`config.mk`:
```
export PLATFORM = sky130hd
export DESIGN_NAME = pipelined_ext_adder_flat
export DESIGN_NICKNAME = d
export VERILOG_FILES = /design/src/rtl/pipelined_ext_adder_pkg.sv /design/src/rtl/pipelined_ext_adder_if.sv /design/src/rtl/pipelined_ext_adder_chunk.sv /design/src/rtl/pipelined_ext_adder.sv /design/src/flat_wrapper.sv
export SDC_FILE = /design/constraint.sdc
export NUM_CORES = 1
export LEC_CHECK = 0
export BUFFER_PORTS_ARGS = -buffer_cell sky130_fd_sc_hd__buf_4
export CAP_MARGIN = 20
export CORE_MARGIN = 8
export CORE_UTILIZATION = 43
export DETAILED_ROUTE_END_ITERATION = 10
export GPL_TIMING_DRIVEN = 0
export MAX_ROUTING_LAYER = met4
export PLACE_DENSITY_LB_ADDON = 0.15
export SETUP_SLACK_MARGIN = 0.15
export SLEW_MARGIN = 20
export SYNTH_ARGS = -nofsm -noshare
export SYNTH_HDL_FRONTEND = slang
export SYNTH_HIERARCHICAL = 1
export SYNTH_SLANG_ARGS = --single-unit
```
`constraint.sdc`:
```
create_clock -name clk -period 5.3 [get_ports clk]
set_input_delay 1.06 -clock clk [delete_from_list [all_inputs] [get_ports clk]]
set_output_delay 1.06 -clock clk [all_outputs]
set_load 0.02 [all_outputs]
```
`src/rtl/pipelined_ext_adder_pkg.sv`:
```
// Shared constants and sizing helpers for the pipelined extend-and-add block.
// Stage count and per-stage chunk widths are derived here.
package pipelined_ext_adder_pkg;

    localparam int DEFAULT_CHUNK = 12;

    typedef enum logic {
        OP_ADD = 1'b0,
        OP_SUB = 1'b1
    } op_e;

    function automatic int ceil_div(input int n, input int d);
        return (n + d - 1) / d;
    endfunction

    function automatic int chunk_width(input int k, input int a_w, input int chunk);
        int n;
        n = ceil_div(a_w, chunk);
        return (k == n - 1) ? a_w - (n - 1) * chunk : chunk;
    endfunction

endpackage

```
`src/rtl/pipelined_ext_adder_if.sv`:
```
// Input/output valid-ready bundle of the pipelined extend-and-add block.
// The producer/consumer side uses master; the adder uses slave.
interface pipelined_ext_adder_if #(
    parameter int A_WIDTH = 35,
    parameter int B_WIDTH = 31
);
    logic               in_valid;
    logic               in_ready;
    logic [A_WIDTH-1:0] in_a;
    logic [B_WIDTH-1:0] in_b;
    logic               op_sub;
    logic               out_valid;
    logic               out_ready;
    logic [A_WIDTH:0]   out_sum;

    modport master (
        output in_valid, in_a, in_b, op_sub, out_ready,
        input  in_ready, out_valid, out_sum
    );

    modport slave (
        input  in_valid, in_a, in_b, op_sub, out_ready,
        output in_ready, out_valid, out_sum
    );
endinterface

```
`src/rtl/pipelined_ext_adder_chunk.sv`:
```
// One carry-save-free pipeline stage: adds one chunk of A and Bx plus the
// incoming carry, forwarding untouched upper operand bits and finished low bits.
module adder_chunk_stage #(
    parameter  int W   = 12,
    parameter  int OFF = 0,
    parameter  int HI  = 35,
    localparam int REM = HI - W,
    localparam int IW  = 2 * HI + 1 + OFF,
    localparam int OW  = 2 * REM + 1 + OFF + W
) (
    input  logic          clk,
    input  logic          rst_n,
    input  logic          en,
    input  logic          valid_i,
    input  logic [IW-1:0] data_i,
    output logic          valid_o,
    output logic [OW-1:0] data_o
);

    // Bundle layout, LSB first: done result bits, carry, Bx upper, A upper.
    logic [W-1:0]  a_c;
    logic [W-1:0]  b_c;
    logic [W:0]    sum;
    logic [OW-1:0] nxt;
    logic [OW-1:0] data_d;
    logic [OW-1:0] data_q;
    logic          valid_d;
    logic          valid_q;

    always_comb begin
        a_c = '0;
        b_c = '0;
        for (int i = 0; i < W; i++) begin
            a_c[i] = data_i[OFF + 1 + HI + i];
            b_c[i] = data_i[OFF + 1 + i];
        end
        sum = {1'b0, a_c} + {1'b0, b_c} + {{W{1'b0}}, data_i[OFF]};
    end

    always_comb begin
        nxt = '0;
        for (int i = 0; i < OFF; i++) begin
            nxt[i] = data_i[i];
        end
        for (int i = 0; i < W; i++) begin
            nxt[OFF + i] = sum[i];
        end
        nxt[OFF + W] = sum[W];
        for (int i = 0; i < REM; i++) begin
            nxt[OFF + W + 1 + i]       = data_i[OFF + 1 + W + i];
            nxt[OFF + W + 1 + REM + i] = data_i[OFF + 1 + HI + W + i];
        end
    end

    always_comb begin
        data_d  = en ? nxt : data_q;
        valid_d = en ? valid_i : valid_q;
    end

    always_ff @(posedge clk or negedge rst_n) begin
        if (!rst_n) begin
            data_q  <= '0;
            valid_q <= 1'b0;
        end else begin
            data_q  <= data_d;
            valid_q <= valid_d;
        end
    end

    assign data_o  = data_q;
    assign valid_o = valid_q;

endmodule

```
`src/rtl/pipelined_ext_adder.sv`:
```
// Pipelined A + ext(B) / A - ext(B) with chunked carry propagation.
// All stages advance together whenever the output slot is free or drained.
module pipelined_ext_adder
    import pipelined_ext_adder_pkg::*;
#(
    parameter int A_WIDTH    = 35,
    parameter int B_WIDTH    = 31,
    parameter int CHUNK      = DEFAULT_CHUNK,
    parameter bit SIGN_EXT_B = 1'b0
) (
    input  logic clk,
    input  logic rst_n,
    pipelined_ext_adder_if.slave bus
);

    localparam int NSTAGES = ceil_div(A_WIDTH, CHUNK);

    if (B_WIDTH < 1 || B_WIDTH > A_WIDTH) begin : g_bad_width
        $error("pipelined_ext_adder: B_WIDTH must be within 1..A_WIDTH");
    end

    logic               adv;
    logic [A_WIDTH-1:0] b_ext;
    logic [A_WIDTH-1:0] b_x;
    op_e                op;

    if (B_WIDTH == A_WIDTH) begin : g_noext
        assign b_ext = bus.in_b;
    end else begin : g_ext
        logic fill;
        assign fill  = SIGN_EXT_B ? bus.in_b[B_WIDTH-1] : 1'b0;
        assign b_ext = {{(A_WIDTH - B_WIDTH){fill}}, bus.in_b};
    end

    always_comb begin
        op  = op_e'(bus.op_sub);
        b_x = (op == OP_SUB) ? ~b_ext : b_ext;
        adv = !bus.out_valid | bus.out_ready;
    end

    assign bus.in_ready = adv;

    for (genvar k = 0; k < NSTAGES; k++) begin : g_st
        localparam int OFF = k * CHUNK;
        localparam int W   = chunk_width(k, A_WIDTH, CHUNK);
        localparam int HI  = A_WIDTH - OFF;
        localparam int IW  = 2 * HI + 1 + OFF;
        localparam int OW  = 2 * (HI - W) + 1 + OFF + W;

        logic [IW-1:0] din;
        logic          vin;
        logic [OW-1:0] q;
        logic          vq;

        if (k == 0) begin : g_first
            // Subtraction carry-in rides in the carry slot of the bundle.
            assign din = {bus.in_a, b_x, bus.op_sub};
            assign vin = bus.in_valid;
        end else begin : g_next
            assign din = g_st[k-1].q;
            assign vin = g_st[k-1].vq;
        end

        adder_chunk_stage #(
            .W   (W),
            .OFF (OFF),
            .HI  (HI)
        ) u_stage (
            .clk     (clk),
            .rst_n   (rst_n),
            .en      (adv),
            .valid_i (vin),
            .data_i  (din),
            .valid_o (vq),
            .data_o  (q)
        );

        if (k == NSTAGES - 1) begin : g_last
            assign bus.out_valid = vq;
            assign bus.out_sum   = q;
        end
    end

endmodule

```
`src/flat_wrapper.sv`:
```
// flat-port wrapper written by rule: the top's interface ports become plain ports
module pipelined_ext_adder_flat import pipelined_ext_adder_pkg::*;
#(
    parameter int A_WIDTH    = 35,
    parameter int B_WIDTH    = 31,
    parameter int CHUNK      = DEFAULT_CHUNK,
    parameter bit SIGN_EXT_B = 1'b0
)
  (clk, rst_n, bus_in_valid, bus_in_a, bus_in_b, bus_op_sub, bus_out_ready, bus_in_ready, bus_out_valid, bus_out_sum);
  pipelined_ext_adder_if #(.A_WIDTH(A_WIDTH), .B_WIDTH(B_WIDTH)) bus_i ();
  input  logic clk;
  input  logic rst_n;
  input wire logic [$bits(bus_i.in_valid)-1:0] bus_in_valid;
  input wire logic [$bits(bus_i.in_a)-1:0] bus_in_a;
  input wire logic [$bits(bus_i.in_b)-1:0] bus_in_b;
  input wire logic [$bits(bus_i.op_sub)-1:0] bus_op_sub;
  input wire logic [$bits(bus_i.out_ready)-1:0] bus_out_ready;
  output wire logic [$bits(bus_i.in_ready)-1:0] bus_in_ready;
  output wire logic [$bits(bus_i.out_valid)-1:0] bus_out_valid;
  output wire logic [$bits(bus_i.out_sum)-1:0] bus_out_sum;
  assign bus_i.in_valid = bus_in_valid;
  assign bus_i.in_a = bus_in_a;
  assign bus_i.in_b = bus_in_b;
  assign bus_i.op_sub = bus_op_sub;
  assign bus_i.out_ready = bus_out_ready;
  assign bus_in_ready = bus_i.in_ready;
  assign bus_out_valid = bus_i.out_valid;
  assign bus_out_sum = bus_i.out_sum;
  pipelined_ext_adder #(.A_WIDTH(A_WIDTH), .B_WIDTH(B_WIDTH), .CHUNK(CHUNK), .SIGN_EXT_B(SIGN_EXT_B)) u_core (.clk(clk), .rst_n(rst_n), .bus(bus_i));
endmodule
```
-- Word level (Yosys, flattened, before mapping)
Cells that the tools add are included.
- register bits after elaboration: 145
- bits in latches: 0
- RAM bits: 0
- bits in read-only memories: 0
- bits of input ports: 71
- output and inout bits: 38
- memories: 0
- add/subtract/negate cells: 6
- multipliers: 0
- div/mod/pow operators: 0
- $lt $le $gt $ge: 0
- eq/ne operators: 0
- shift-type cells: 0
- multiplexer cells: 1
- bitwise logic cells: 2
- reduce and logical (&&, ||, !) cells: 1
- operators with widths (operator ; number):
    $mux 35 ; 1
    $not 31->35 ; 1
    $add 12x12->13 ; 2
    $add 13x1->13 ; 2
    $add 11x11->12 ; 1
    $add 12x1->12 ; 1
    $logic_not 1->1 ; 1
    $or 1x1->1 ; 1

-- Longest topological paths before layout
Gate-level depths: netlist of run 1.
- depth after elaboration: 4
- gate-level depth with buffers: 9
- mapped depth without buffers: 8

-- Modules after synthesis
The synthesis of run 1 kept the hierarchy.
- modules (own cells, without submodules) (module ; times used ; cells each ; area each (µm²) ; seq. area each (µm²)):
    adder_chunk_stage at u_core.g_st[0].u_stage ; 1 ; 220 ; 2875.3 ; 1501.4
    adder_chunk_stage at u_core.g_st[1].u_stage ; 1 ; 195 ; 2436.1 ; 1201.2
    adder_chunk_stage at u_core.g_st[2].u_stage ; 1 ; 151 ; 1904.3 ; 925.9
    pipelined_ext_adder ; 1 ; 36 ; 349.1 ; 0.0

-- Worst setup path after synthesis of run 1
OpenSTA, ideal clock, no wires.
- kind: input-to-reg
- from: input port bus_op_sub
- to: register u_core.g_st[0].u_stage.data_q[12]
- setup time: 127 ps
- arrival: 3133 ps
- setup slack: 2039 ps
- cell stages on the path: 9
- cells stage by stage: buf_6 buf_12 xor2_1 fa_1 fa_1 a21o_1 a311o_1 a21oi_1 o22ai_1
- word-level cells in the longest chain between the ends: 3
- RTL lines (what ; RTL line ; text):
    start: declaration ; flat_wrapper.sv:16 ; input wire logic [$bits(bus_i.op_sub)-1:0] bus_op_sub;
    $mux 35 ; pipelined_ext_adder.sv:37 ; b_x = (op == OP_SUB) ? ~b_ext : b_ext;
    via u_core.b_x[0] ; pipelined_ext_adder.sv:24 ; logic [A_WIDTH-1:0] b_x;
    $add 12x12->13 ; pipelined_ext_adder_chunk.sv:37 ; sum = {1'b0, a_c} + {1'b0, b_c} + {{W{1'b0}}, data_i[OFF]};
    $add 13x1->13 ; pipelined_ext_adder_chunk.sv:37 ;
    end signal: assignment ; pipelined_ext_adder_chunk.sv:65 ; data_q <= data_d;
    end: declaration ; pipelined_ext_adder_chunk.sv:26 ; logic [OW-1:0] data_q;
The timed path passes the listed nets, and every way through them passes these cells.
A chain may end at the register's enable or synchronous reset.

-- Final worst setup path of run 1
Same ends and word-level chain as after synthesis.

==> flow_metrics.tcl, run 1 <==
set metrics [dict create \
    cp_data_required_time_ps 5590 \
    ys_warn_count 6 \
    synth_area_um2 7560 \
    grt.met3_usage_pct 3.01 \
    layout_commonest_cell "dfrtp_1" \
    core_um2 17200 \
    layout_worst_path_cycle_share_pct 60.7 \
    synth_ff_type "dfrtp_1" \
    grt_max_degree 90 \
    cp_slowest_cell "fa_1" \
    die_h_um 149 \
    use_met2_pct 24.7 \
    cts_made_buffers 17 \
    path_buf_inv 3 \
    seq_area_frac_synth_pct 48.0 \
    synth_top_area_cell "dfrtp_1" \
    cts.sinks 145 \
    grt-busiest-layer "met2" \
    fmax_mhz 311 \
    setup_violations 0 \
    cts_setup_buffers 0 \
    root_buffer "clkbuf_16" \
    power.leakage_nw 4.23 \
    dr.pass1.iters 4 \
    use_met1_pct 21.3 \
    port_buffers 108 \
    dr_total_vias 5071 \
    clk_pin_slew_ps 60 \
    hold_violations 0 \
    drcViolationCount 0 \
    worstSetupPathType "input port to register" \
    grt_pass1_vias 5301 \
    grt_remaining_overflow 0 \
    dp_hpwl_um 12700 \
    wl_per_cell_um 17.4 \
    die_w_um 149 \
    worstHoldPathType "register to register" \
    core.rowCount 48 \
    tns_ps 0 \
    status "completed" \
    die-area_um2 22100 \
    drive_gt1_share_pct 40.2 \
    htreeDepth 4 \
    tightest_slew_ps 823 \
    yosys-top-cells-area "dfrtp_1 (48%), mux2_2 (18%), ha_1 (5.3%)" \
    period_needed_ps 3220 \
    finish.utilization_pct 53.7 \
    vdd_drop_max_mv 0.263 \
    antenna_cells 0 \
    post_cts_resized 0 \
    slew_violations 0 \
    vias_per_cell 5.25 \
    ys_seq_elements 145 \
    fillers 1514 \
    clockBufferDepth 2 \
    synth_cells 602 \
    slowest_delay_ps 470 \
    rsz0062_at_grt "no" \
    end_kind "register" \
    syn_avg_cell_area_um2 12.6 \
    ys_types 60 \
    clk-insertion-delay-late_ps 420 \
    antenna_found_initial 0 \
    final_cell_mix "dfrtp_1 (145), mux2_2 (118), buf_4 (107)" \
    globalRouteTotalUtil_pct 16.2 \
    fin_area_um2 9260 \
    async_flop_share_pct 100 \
    path_cells "buf_4 > buf_6 > buf_12 > xor2_1 > fa_1 > fa_1 > a21o_1 > a311o_1 > a21oi_1 > o22ai_1" \
    initialDrtViolationCount 229 \
    synth.top_cell.area_share_pct 48.0 \
    synth_nets 711 \
    power_mw 5.55 \
    placed_cells 936 \
    maxSlewHeadroom_pct 45.2 \
    fin_skew_ps 6.80 \
    crit_family "compound AO/OA/AOI/OAI gates" \
    synth_edf_count 0 \
    critPathLaunchType "input port" \
    cp.arrival_ps 3510 \
    grt_pass1_wl_um 27600 \
    critPathMaxFanout 10 \
    postCtsHoldBufs 0 \
    pin_count 109 \
    final_nets 839 \
    gp_congestion 0.859 \
    start_util_pct 43.9 \
    routed_wl_um 16800 \
    syn_to_final_growth_pct 22.5 \
    powerDensity_nw_per_um2 599 \
    stdcell_count 966 \
    path_common_cell "fa_1" \
    cap_violations 0 \
    drtAntennaViolNets 0 \
    place_area_um2 8690 \
    cts_tree "yes" \
]
-- area by class of cell --
type	count	area, um^2	area share (%)
sequential	145	3630	39.2
buffer	26	200	2.16
clock buffer	24	492	5.31
tap	225	282	3.04
timing repair buffer	109	846	9.13
clock inverter	6	80.1	0.864
multi-input combinational	423	3710	40.0
inverter	8	30.0	0.324
-- state kept, by name (all words and copies together) (netlist names) --
signal,flops
u_core/g_st.u_stage/valid_o,3
u_core/g_st.u_stage/data_o,142
-- synth_stat cells, types with 3 or more instances --
| library cell | instances |
|---|---|
| o21ai_0 | 14 |
| o21a_1 | 3 |
| nor3_1 | 3 |
| inv_1 | 8 |
| a21o_1 | 13 |
| dfrtp_1 | 145 |
| mux2i_1 | 8 |
| buf_2 | 17 |
| nand3_1 | 8 |
| mux2_2 | 118 |
| nor2_1 | 19 |
| o211ai_1 | 6 |
| nand2_1 | 21 |
| buf_6 | 3 |
| ha_1 | 32 |
| a21oi_1 | 30 |
| buf_12 | 3 |
| fa_1 | 6 |
| xor2_1 | 31 |
| xnor2_1 | 12 |
| nand4_1 | 10 |
| a211oi_1 | 6 |
| o22ai_1 | 4 |
| nor2b_1 | 13 |
| and3_1 | 4 |
| nand3b_1 | 8 |
| nand2b_1 | 7 |
-- stage by stage --
step                      hold slack, ps  setup slack, ps
after floorplan                      453             2040
after global placement               466             1660
after detailed placement             479             1650
after CTS                            492             2090
after global routing                 507             2010
final                                486             2080
-- power breakdown --
part	switching, mW	total, mW	internal (mW)
logic	1.27	2.55	1.27
registers	0.267	1.85	1.58
clock network	0.420	1.15	0.734
-- path summary, 6_finish.rpt --
path	endpoint	slack, ps	from	cells past startpoint
worst min register to register	u_core/g_st[2].u_stage/data_o[28]	490	u_core/g_st[2].u_stage/data_o[28]	1
worst min-delay path	u_core/g_st[2].u_stage/data_o[28]	490	u_core/g_st[2].u_stage/data_o[28]	1
worst max-delay path	u_core/g_st[0].u_stage/data_o[12]	2080	bus_op_sub	10
min in group asynchronous	u_core/g_st[2].u_stage/data_o[21]	660	rst_n	1
max in group asynchronous	u_core/g_st[2].u_stage/data_o[2]	3910	rst_n	2
worst max register to register	u_core/g_st[1].u_stage/data_o[24]	2930	u_core/g_st[0].u_stage/data_o[12]	6
-- routing by layer --
| layer | part of all wire, % | vias to the layer above |
|---|---|---|
| met5 | 0 | - |
| met4 | 1.3 | 0 |
| met3 | 4.2 | 17 |
| met2 | 47 | 116 |
| met1 | 47 | 2500 |
| li1 | - | 2438 |
-- cells by family after synthesis --
logic type	Yosys count	share of synthesized area, %
AOI/OAI and AO/OA	110	10.6
xor gates and xnor gates	43	4.98
adders and majority gates	38	6.88
buffers and inverters	34	3.04
DFF	145	48.0
muxes	128	19.0
and+or+nand+nor	104	7.54
-- worst reg2reg max path, delay by kind of cell, from the launching register on --
family                     cells  cell delay, ps
DFF                            1             400
AOI/OAI and AO/OA              4             910
adders and majority gates      2             940
Power figures use the tool's default switching activity.
==> run 2: changes to the inputs <==
--- a/config.mk
+++ b/config.mk
@@ -5,6 +5,7 @@
 export SDC_FILE = /design/constraint.sdc
 export NUM_CORES = 1
 export LEC_CHECK = 0
+export ABC_AREA = 1
 export BUFFER_PORTS_ARGS = -buffer_cell sky130_fd_sc_hd__buf_4
 export CAP_MARGIN = 20
 export CORE_MARGIN = 8
==> constraint.sdc (replaced) <==
create_clock -name clk -period 2.8 [get_ports clk]
set_input_delay 0.56 -clock clk [delete_from_list [all_inputs] [get_ports clk]]
set_output_delay 0.56 -clock clk [all_outputs]
set_load 0.02 [all_outputs]
==> run 2 against run 1 <==
Critical endpoint is now u_core/g_st[0].u_stage/data_o[4]. Synthesized cell count increased by 79%. Sequential share of layout area shrank 0.70 points. Clock power grew 70%. Final cell count is 50% higher. Sequential power is 90% higher. Power grew 75%. Via count up 30%.
==> flow_metrics.tcl, run 2 <==
set metrics [dict create \
    status "completed" \
    tightest_slew_ps 653 \
    grt_pass1_vias 6521 \
    powerDensity_nw_per_um2 1030 \
    ys_warn_count 6 \
    cts.sinks 145 \
    port_buffers 108 \
    period_needed_ps 2370 \
    hold_violations 0 \
    final_cell_mix "nand2_1 (608), dfrtp_1 (145), buf_4 (108)" \
    p_switching_mw 3.95 \
    worstHoldPathType "input port to async pin" \
    postCtsHoldBufs 0 \
    holdWs_ps 106 \
    critPathMaxFanout 10 \
    grt_remaining_overflow 0 \
    synth_ff_type "dfrtp_1" \
    pwr-share-seq_pct 36.3 \
    critPathLaunchType "input port" \
    power.leakage_nw 5.42 \
    core.rowCount 49 \
    fin_area_um2 9430 \
    synth.most_common_cell "nand2_1" \
    final_nets 1315 \
    largest_reg_flops 142 \
    clockBufferDepth 2 \
    drtAntennaViolNets 0 \
    globalRouteTotalUtil_pct 18.1 \
    core_um2 17900 \
    cp.arrival_ps 2660 \
    antenna_found_initial 0 \
    antenna_cells 0 \
    layout_worst_path_cycle_share_pct 84.6 \
    start_util_pct 43.5 \
    drcViolationCount 0 \
    cts_tree "yes" \
    fin_skew_ps 5.84 \
    synth_top_area_cell "dfrtp_1" \
    worstSetupPathType "input port to register" \
    ys_seq_elements 145 \
    die_w_um 151 \
    vdd_drop_max_mv 0.546 \
    layout_commonest_cell "nand2_1" \
    path_cells "buf_4 > inv_2 > buf_2 > nand2_1 > nand2_1 > fa_1 > fa_1 > nand2_2 > nand3_2 > nand2_1 > xor2_1 > o21ai_1" \
    ys_types 25 \
    clkPwrFrac_pct 20.2 \
    synthTopCellsByCount "nand2_1 (608), dfrtp_1 (145), inv_1 (94)" \
    clk-insertion-delay-late_ps 410 \
    dp_hpwl_um 14800 \
    cp_slowest_cell "fa_1" \
    path_common_cell "nand2_1" \
    initialDrtViolationCount 358 \
    post_cts_resized 0 \
    end_kind "register" \
    syn_to_final_growth_pct 21.0 \
    cap_violations 0 \
    dr_total_vias 6616 \
    slowest_delay_ps 490 \
    synth_cells 1078 \
    gp_congestion 0.828 \
    drive_gt1_share_pct 14.5 \
    cp_data_required_time_ps 3090 \
    htreeDepth 4 \
    maxSlewHeadroom_pct 56.5 \
    syn_avg_cell_area_um2 7.23 \
    synth_area_um2 7790 \
    die-area_um2 22700 \
    cts_made_buffers 17 \
    p_comb_share_pct 43.5 \
    vias_per_cell 4.58 \
    fillers 1832 \
    rsz0062_at_grt "no" \
    tns_ps 0 \
    p_int_mw 5.75 \
    wl_per_cell_um 13.0 \
    p_sw_share_pct 40.7 \
    root_buffer "clkbuf_16" \
    seq_area_frac_synth_pct 46.6 \
    clk_pin_slew_ps 60 \
    slew_violations 0 \
    dr.pass1.iters 4 \
    place_area_um2 8930 \
    grt_max_degree 75 \
    synth.top_cell.area_share_pct 46.6 \
    pin_count 109 \
    die_h_um 151 \
    async_flop_share_pct 100 \
    routed_wl_um 18800 \
    synth_nets 1187 \
    cts_setup_buffers 0 \
    yosys-top-cells-area "dfrtp_1 (47%), nand2_1 (29%), ha_1 (5.1%)" \
    synth_edf_count 0 \
    fmax_mhz 422 \
    grt_pass1_wl_um 31600 \
    setup_violations 0 \
]
-- run 2: cell types whose count changed after synthesis, moves of 8 or more --
cell,delta
a21o_1,-13
a21oi_1,-17
clkbuf_1,+16
inv_1,+86
mux2_2,-118
mux2i_1,-8
nand2_1,+587
nand2_2,+10
nand3_1,+29
nor2_1,+16
nor2b_1,-13
o21ai_1,+8
xnor2_1,-10
xor2_1,-26
-- run 2: final timing paths --
path                                                        start                                 to  slack, ps  cells after the start
worst min-delay path                                        rst_n  u_core/g_st[2].u_stage/data_o[20]        110                      1
max in group asynchronous                                   rst_n   u_core/g_st[0].u_stage/data_o[7]       1930                      2
min in group clk                                     bus_in_a[20]  u_core/g_st[0].u_stage/data_o[44]        350                      3
worst min register to register  u_core/g_st[0].u_stage/data_o[51]  u_core/g_st[0].u_stage/data_o[51]        470                      2
worst max-delay path                                   bus_op_sub   u_core/g_st[0].u_stage/data_o[4]        430                     12
worst max register to register  u_core/g_st[0].u_stage/data_o[12]  u_core/g_st[1].u_stage/data_o[18]        720                      9
-- run 2: area by class of cell --
cell class,instances,area (um^2),area share [%]
Multi-Input combinational cell,800,3640,38.6
Buffer,36,160,1.70
Inverter,97,364,3.86
Clock inverter,7,37.5,0.398
Timing Repair Buffer,109,846,8.97
Sequential cell,145,3630,38.5
Tap cell,229,287,3.04
Clock buffer,23,468,4.96
-- run 2: worst max-delay path, delay by kind of cell --
family / cells / cell delay (ps)
xor+xnor: 1 / 210
buf+inv: 3 / 400
simple gates: 5 / 450
compound gates: 1 / 80
fa+ha+maj: 2 / 960
-- run 2: kinds of logic (layout without fill, tap and decap cells) --
family	Yosys count	after routing	synth area share, %
DFF	145	145	46.6
buffers and inverters	133	272	6.73
and+or+nand+nor	711	711	36.1
xor gates and xnor gates	7	7	0.787
AOI/OAI and AO/OA	44	44	3.15
adders and majority gates	38	38	6.68
-- run 2: metrics by stage --
step / std cells / worst slack [ps] / util (%) / power, mW
final: 1446 / 431 / 52.7 / 9.69
after global routing: 1446 / 297 / 52.7 / 10.6
after detailed placement: 1416 / -1.91 / 49.9 / 7.82
after CTS: 1446 / 441 / 52.7 / 9.81
after global placement: 1415 / 27.0 / 49.7 / 7.73
after floorplan: 1078 / 508 / - / 6.32
-- run 2: per-layer routing --
layer | vias up | GRT usage, % | share of wire (%)
li1 | 3549 | - | -
met1 | 2918 | 24.5 | 52
met2 | 132 | 26.6 | 43
met3 | 17 | 3.67 | 3.7
met4 | 0 | 5.94 | 1.4
met5 | - | - | 0
-- run 2: power by group through the flow --
stage | registers (mW) | logic, mW | clock network, mW
after floorplan | 3.73 | 2.60 | 0
after global placement | 3.54 | 4.18 | 0
after detailed placement | 3.56 | 4.26 | 0
after CTS | 3.53 | 4.27 | 2.00
after global routing | 3.64 | 4.83 | 2.11
final | 3.52 | 4.22 | 1.95
==> run 3: changes to the inputs <==
--- a/config.mk
+++ b/config.mk
@@ -5,7 +5,7 @@
 export SDC_FILE = /design/constraint.sdc
 export NUM_CORES = 1
 export LEC_CHECK = 0
-export ABC_AREA = 1
+export ABC_AREA = 0
 export BUFFER_PORTS_ARGS = -buffer_cell sky130_fd_sc_hd__buf_4
 export CAP_MARGIN = 20
 export CORE_MARGIN = 8
==> constraint.sdc (replaced) <==
create_clock -name clk -period 2.4 [get_ports clk]
set_input_delay 0.48 -clock clk [delete_from_list [all_inputs] [get_ports clk]]
set_output_delay 0.48 -clock clk [all_outputs]
set_load 0.02 [all_outputs]
==> run 3 against run 2 <==
The run now ends with hold timing left. Setup slack worse by 250 ps. Non-clock buffer count down 2. Design area down 0.33%. Critical path depth down 2. Flip-flop and latch count unchanged. Hold slack worse by 130 ps. Register-to-register slack worse by 510 ps. Die area down 2.6%. Combinational power up 36%. Sequential power up 16%. Clock skew about the same. Power up 29%. Largest cell class unchanged.
==> flow_metrics.tcl, run 3 (synthesis gave the netlist of run 1 again) <==
set metrics [dict create \
    status "finished with violations" \
    violations "hold timing" \
    final_cell_mix "dfrtp_1 (145), mux2_2 (118), buf_4 (114)" \
    tns_ps 0 \
    reg2reg_from "u_core/g_st[0].u_stage/data_o[36]" \
    grt_pass1_vias 5603 \
    die_h_um 149 \
    cap_violations 0 \
    postCtsHoldBufs 0 \
    core.rowCount 48 \
    die-area_um2 22100 \
    htreeDepth 4 \
    drive_gt1_share_pct 42.3 \
    maxSlewHeadroom_pct 44.2 \
    holdWs_ps -25.0 \
    worstSetupPathType "input port to register" \
    pin_count 109 \
    cp.arrival_ps 2500 \
    rsz0062_at_grt "yes" \
    antenna_cells 0 \
    cp-endpoint "u_core/g_st[0].u_stage/data_o[12]" \
    antenna_found_initial 0 \
    cts_made_buffers 17 \
    start_util_pct 43.9 \
    syn_to_final_growth_pct 24.3 \
    drcViolationCount 0 \
    final_nets 847 \
    drtAntennaViolNets 0 \
    p_int_mw 8.03 \
    dp_hpwl_um 12800 \
    vias_per_cell 5.27 \
    period_needed_ps 2220 \
    rr_worst_depth 6 \
    port_buffers 108 \
    r2r-end "u_core/g_st[1].u_stage/data_o[24]" \
    fillers 1477 \
    layout_worst_path_cycle_share_pct 92.3 \
    finish.utilization_pct 54.5 \
    grt_pass1_wl_um 29200 \
    power_mw 12.5 \
    root_buffer "clkbuf_16" \
    vdd_drop_max_mv 0.580 \
    die_w_um 149 \
    dr_total_vias 5134 \
    clk-insertion-delay-late_ps 410 \
    regArea_um2 3630 \
    core_um2 17200 \
    dr.pass1.iters 5 \
    initialDrtViolationCount 236 \
    p_switching_mw 4.43 \
    startpoint "bus_op_sub" \
    fin_skew_ps 6.15 \
    cts.sinks 145 \
    critPathLaunchType "input port" \
    clk_pin_slew_ps 60 \
    gp_congestion 0.861 \
    largest_reg_flops 142 \
    fmax_mhz 451 \
    layout_commonest_cell "dfrtp_1" \
    globalRouteTotalUtil_pct 16.9 \
    hold_violations 9 \
    grt_max_degree 89 \
    slew_violations 0 \
    end_kind "register" \
    powerDensity_nw_per_um2 1330 \
    routed_wl_um 17400 \
    p_comb_share_pct 46.2 \
    pwr-share-seq_pct 32.9 \
    r2r_setup_slack_ps 210 \
    critPathMaxFanout 4 \
    setup_violations 0 \
    multi_input_area_um2 3750 \
    tightest_slew_ps 837 \
    wl_per_cell_um 17.9 \
    cts_tree "yes" \
    clkPwrFrac_pct 20.9 \
    cp_data_required_time_ps 2690 \
    worstHoldPathType "input port to async pin" \
    grt_remaining_overflow 0 \
    p_sw_share_pct 35.6 \
    clockBufferDepth 2 \
    power.leakage_nw 4.28 \
]
==> run 3: repair_timing <==
action	4_1_cts	5_1_grt
pin swaps	7	10
gates resized for setup	7	4
endpoints found under the setup margin	9	9
buffers inserted	5	3
==> run 3: power groups by stage <==
stage	Clock (mW)	Sequential [mW]	Combinational, mW
after floorplan	0	4.34	3.77
after detailed placement	0	4.14	5.67
after global placement	0	4.10	5.51
final	2.60	4.10	5.76
after CTS	2.67	4.11	5.73
after global routing	2.78	4.25	6.28
==> run 3: cell type report <==
cell class / instances / area share, %
timing repair buffer: 117 / 9.77
clock buffer: 26 / 5.42
sequential: 145 / 38.6
tap: 225 / 2.99
inverter: 8 / 0.319
clock inverter: 5 / 0.799
buffer: 26 / 2.22
multi-input combinational: 423 / 39.9
==> run 3: through the flow <==
stage | cells | setup slack, ps | cell area, um^2
after detailed placement | 936 | -417 | 8710
after global routing | 975 | 134 | 9400
final | 975 | 184 | 9400
after floorplan | 602 | -27.5 | 7590
after global placement | 935 | -390 | 8680
after CTS | 972 | 103 | 9360
==> run 3: how the worst min path moves through the flow <==
stage / startpoint / depth (start not counted) / slack [ps] / endpoint
6_report: rst_n / 1 / -30 / u_core/g_st[2].u_stage/data_o[23]
5_1_grt: rst_n / 1 / 20 / u_core/g_st[2].u_stage/data_o[23]
4_1_cts: rst_n / 1 / 8 / u_core/g_st[2].u_stage/data_o[23]
3_5_place_dp: rst_n / 1 / 450 / u_core/g_st[2].u_stage/data_o[23]
3_3_place_gp: u_core/g_st[2].u_stage/data_o[28] / 1 / 470 / u_core/g_st[2].u_stage/data_o[28]
2_1_floorplan: rst_n / 0 / 180 / u_core/g_st[0].u_stage/data_o[0]
==> run 3: metal layers <==
metal  part of all wire [%]  up-vias  track usage (%)
met3                    3.6       16             2.77
met2                     48      112             25.8
met4                    1.3        0             5.71
met1                     48     2544             22.6
met5                      0        -                -
li1                       -     2462                -
==> run 3: worst max-delay path: stages <==
cell and delay [ps]:
buf_12 110, buf_12 110, buf_12 110, xor2_2 140, fa_2 360, fa_2 380
a21o_1 210, a311o_1 320, a21oi_2 190, o22ai_1 90
